--- src/rtl/pipe_skid_reg.sv ---
// Pipeline stage register with a valid/ready handshake and a two-entry skid
// buffer. in_ready, out_valid and out_data all come straight from flops, so
// neither handshake direction has a combinational path through this stage.
// A synchronous flush empties the stage without touching the data registers.
module pipe_skid_reg #(
  parameter int              WIDTH       = 32,
  parameter logic [WIDTH-1:0] RESET_VALUE = {WIDTH{1'b0}}
) (
  input  logic             clk,
  input  logic             clrn,
  input  logic             flush,
  input  logic             in_valid,
  output logic             in_ready,
  input  logic [WIDTH-1:0] in_data,
  output logic             out_valid,
  input  logic             out_ready,
  output logic [WIDTH-1:0] out_data,
  output logic [1:0]       level
);

  // The state encoding doubles as the occupancy count.
  localparam logic [1:0] ST_EMPTY = 2'd0;
  localparam logic [1:0] ST_ONE   = 2'd1;
  localparam logic [1:0] ST_TWO   = 2'd2;

  logic [1:0]       state_r;
  logic [1:0]       state_nxt_s;
  logic [WIDTH-1:0] main_r;
  logic [WIDTH-1:0] main_nxt_s;
  logic [WIDTH-1:0] skid_r;
  logic [WIDTH-1:0] skid_nxt_s;
  logic             in_ready_r;
  logic             out_valid_r;
  logic             push_s;
  logic             pop_s;

  assign push_s    = in_valid & in_ready_r;
  assign pop_s     = out_valid_r & out_ready;

  assign in_ready  = in_ready_r;
  assign out_valid = out_valid_r;
  assign out_data  = main_r;
  assign level     = state_r;

  // Next-state and data-load selection; flush overrides the handshake and
  // suppresses every data load so a coinciding push is simply dropped.
  always_comb begin
    state_nxt_s = state_r;
    main_nxt_s  = main_r;
    skid_nxt_s  = skid_r;
    if (flush) begin
      state_nxt_s = ST_EMPTY;
    end else begin
      case (state_r)
        ST_EMPTY: begin
          if (push_s) begin
            state_nxt_s = ST_ONE;
            main_nxt_s  = in_data;
          end else begin
            state_nxt_s = ST_EMPTY;
          end
        end
        ST_ONE: begin
          if (push_s && pop_s) begin
            state_nxt_s = ST_ONE;
            main_nxt_s  = in_data;
          end else if (push_s) begin
            state_nxt_s = ST_TWO;
            skid_nxt_s  = in_data;
          end else if (pop_s) begin
            state_nxt_s = ST_EMPTY;
          end else begin
            state_nxt_s = ST_ONE;
          end
        end
        ST_TWO: begin
          // in_ready is low here, so only a pop can move the stage.
          if (pop_s) begin
            state_nxt_s = ST_ONE;
            main_nxt_s  = skid_r;
          end else begin
            state_nxt_s = ST_TWO;
          end
        end
        default: begin
          state_nxt_s = ST_EMPTY;
        end
      endcase
    end
  end

  // State, data and registered handshake flags; ready/valid are precomputed
  // from the next state so they are exact functions of the registered state.
  always_ff @(posedge clk or negedge clrn) begin
    if (!clrn) begin
      state_r     <= ST_EMPTY;
      main_r      <= RESET_VALUE;
      skid_r      <= RESET_VALUE;
      in_ready_r  <= 1'b1;
      out_valid_r <= 1'b0;
    end else begin
      state_r     <= state_nxt_s;
      main_r      <= main_nxt_s;
      skid_r      <= skid_nxt_s;
      in_ready_r  <= (state_nxt_s != ST_TWO);
      out_valid_r <= (state_nxt_s != ST_EMPTY);
    end
  end

endmodule

--- config.mk ---
export PLATFORM = sky130hd
export DESIGN_NAME = pipe_skid_reg
export DESIGN_NICKNAME = d
export VERILOG_FILES = /design/src/rtl/pipe_skid_reg.sv
export SDC_FILE = /design/constraint.sdc
export NUM_CORES = 1
export LEC_CHECK = 0
export BUFFER_PORTS_ARGS = -buffer_cell sky130_fd_sc_hd__buf_2
export CORE_AREA = 10 10 89 91
export CTS_CLUSTER_SIZE = 10
export DETAILED_ROUTE_END_ITERATION = 10
export DIE_AREA = 0 0 99 101
export PLACE_DENSITY = 0.7
export SLEW_MARGIN = 20
export SYNTH_ARGS = -nofsm -noshare
export SYNTH_HDL_FRONTEND = slang
export SYNTH_SLANG_ARGS = --single-unit
--- constraint.sdc ---
create_clock -name clk -period 2.65 [get_ports clk]
set_input_delay 0.53 -clock clk [delete_from_list [all_inputs] [get_ports clk]]
set_output_delay 0.53 -clock clk [all_outputs]
set_load 0.01 [all_outputs]
==> metrics.md <==
| Metric | Value |
|---|---|
| Status | finished clean |
| Drt wl/cell | 16.8 um |
| Setup crit end kind | flop |
| Worst Path Arrival | 2.05 ns |
| Max Cap Violations | 0 |
| DRC | 0 |
| Global route overflow | 0 |
| Crit Path Class | reg -> reg |
| DRT iter0 DRCs | 49 |
| Routed wire length | 5.91 mm |
| DIE WIDTH | 99 um |
| Post-cts sizing count | 0 |
| Min Tclk post-route | 1.84 ns |
| VDD IR max | 0.530 mV |
| NetSw | 880 uW |
| Post CTS Setup Buffer Count | 0 |
| Die area | 10000 sq um |
| Post-Synthesis Net Count | 231 |
| Clock tree buffer depth | 2 |
| Commonest cells post-synth | mux2_2 (91), dfrtp_1 (67), buf_6 (6) |
| Initial antenna violation count | 0 |
| H-tree depth | 3 |
| Syn_area_per_cell | 15.7 sq um |
| Placed Cells | 336 |
| DR vias | 1813 |
| Setup TNS | 0 ns |
| Num CTS Buffers | 9 |
| Synth area leaders | dfrtp_1 (55%), mux2_2 (34%), buf_6 (2.2%) |
| FP Rows | 29 |
| Tot GR Track Use | 12.1% |
| Final core occ | 58.9% |
| Hold_buf cts | 0 |
| First-pass GRT wire length | 9.85 mm |
| Unrepaired setup endpoints after global routing | false |
| Post-synth EDFFs | 0 |
| Core area | 6200 sq um |
| Pwr/cell area | 909 nW/um^2 |
| Reg2Reg Setup Slack | 0.81 ns |
| IO Port Bufs | 72 |
| Slowest-stage cell, CP | and2b_4 |
| Setup Skew | 0.00796 ns |
| HPWL Detailed | 4.06 mm |
| Hold crit path type | in -> async |
| Synth area leader | dfrtp_1 |
| Antenna diodes | 0 |
| Worst Path Max Fanout | 31 |
| Seq/Total Area, Yosys | 56.2% |
| Worst Setup Start Kind | flop |
| Pleak | 1.67 nW |
| Flops & latches, synth | 68 |
| Ys async rst share | 100% |
| CTS tree | built |
| Number of global-route vias before repair | 2064 |
| Root Driver | clkbuf_8 |
| Finished Layout Cells | 352 |
| Cell mode on critical path | mux2_2 |
| Top-count cell post-synth | mux2_2 |
| Final Hold Viols | 0 |
| Synth cell types | 22 |
| Mapped Cells | 193 |
| Clk slew on worst S/H paths | 0.07 ns |
| Switching Share | 26.5% |
| Period utilisation layout | 69.6% |
| ANT nets after route | 0 |
| Sequential share of power | 47.9% |
| IO Pins | 73 |
| Layout cells sized above 1 | 68.0% |
| Die Y | 101 um |
| Clock Sink Count | 68 |
| Relative slew slack | 66.1% |
| Worst path cell trace | and2b_4, mux2_2, mux2_2 |
| Clock Power Share | 27.7% |
| Initial Util | 48.8% |
| Insertion delay to the later sink of the worst-skew pair | 0.33 ns |
| Synth warnings | 0 |
| Layout area overhead | 20.7% |
| P_int | 2.44 mW |
| WP data required | 2.86 ns |
| Nets@finish | 308 |
| Slew Limit Fails | 0 |
| Largest net degree at the start of global routing | 69 |
| Max stage delay on crit path | 0.60 ns |
| RD Place Congestion | 0.795 |
| Yosys top cell area share | 55.3% |
| Dominant synthesized flop cell | dfrtp_1 |
| First drt pass iteration count | 2 |
| Area of the mapped netlist | 3030 sq um |
| Vias per cell | 5.15 |
| Final setup fails | 0 |
| Combinational power share | 24.3% |
| Max frequency | 543 MHz |
| Slew at the pin closest to its max-slew limit | 0.509 ns |
## metal layers
metal	share of wire, %	vias up	GRT usage, %
met5	0	-	0
met4	1.2	0	5.51
met3	6.7	8	4.66
met2	46	49	19.0
met1	46	907	14.3
li1	-	849	-
## worst max-delay path: cells and delay by family (launching register included)
family           cells  cell delay (ns)
AND/OR/NAND/NOR      1             0.60
multiplexers         2             0.67
flip-flops           1             0.43
## worst paths after layout
check,from,cells past startpoint,endpoint
setup / recovery,level[0],3,out_data[2]
hold / removal,clrn,2,skid_r[4]
setup reg to reg,level[0],3,out_data[2]
hold reg to reg,skid_r[4],1,skid_r[4]
max in group asynchronous,clrn,2,in_ready
min in group clk,in_data[5],2,skid_r[5]
## cell usage in the layout, fill, tap and decap left out, types with 2 or more instances in the layout
cell type	Yosys	final
mux2_2	91	91
nand2_1	3	3
dfrtp_1	67	67
mux2_1	3	3
bufinv_16	0	2
clkinv_2	0	3
and2_1	2	2
buf_4	0	2
nand4bb_1	2	2
clkbuf_8	0	10
or3_1	2	2
nor2_1	2	2
buf_2	3	72
## power groups by stage
stage / sequential, mW / combinational [mW] / clock (mW)
final: 1.59 / 0.807 / 0.922
after global routing: 1.64 / 0.886 / 0.997
after CTS: 1.59 / 0.830 / 0.950
after detailed placement: 1.61 / 0.828 / 0
after global placement: 1.60 / 0.804 / 0
after floorplan: 1.66 / 0.457 / 0
## logic make-up after synthesis
logic type	after synthesis	synth area share [%]
simple gates	15	3.35
compound gates	6	2.35
buf+inv	9	2.73
fa+ha+maj	1	0.413
flops	68	56.2
mux	94	34.9
## through the flow
step	hold WS, ns	instance area [sq um]	setup WS, ns	power (mW)
after floorplan	0.234	3030	1.01	2.11
after global placement	0.468	3440	0.661	2.40
after detailed placement	0.479	3440	0.619	2.44
after CTS	0.216	3650	0.780	3.37
after global routing	0.241	3650	0.713	3.53
final	0.207	3650	0.807	3.32
## area by class of cell
class | count | area, sq um
fillers | 513 | 2550
clock buffers | 11 | 141
well taps | 77 | 96.3
repair buffers | 75 | 395
flip-flops and latches | 68 | 1700
clock inverters | 5 | 75.1
multi-input cells | 116 | 1240
## state kept, by name (all words and copies together) (netlist names)
name and flops:
in_ready 1, out_valid 1, out_data 32, skid_r 32, level 2
Note: power is estimated with default switching activity, not from simulation.
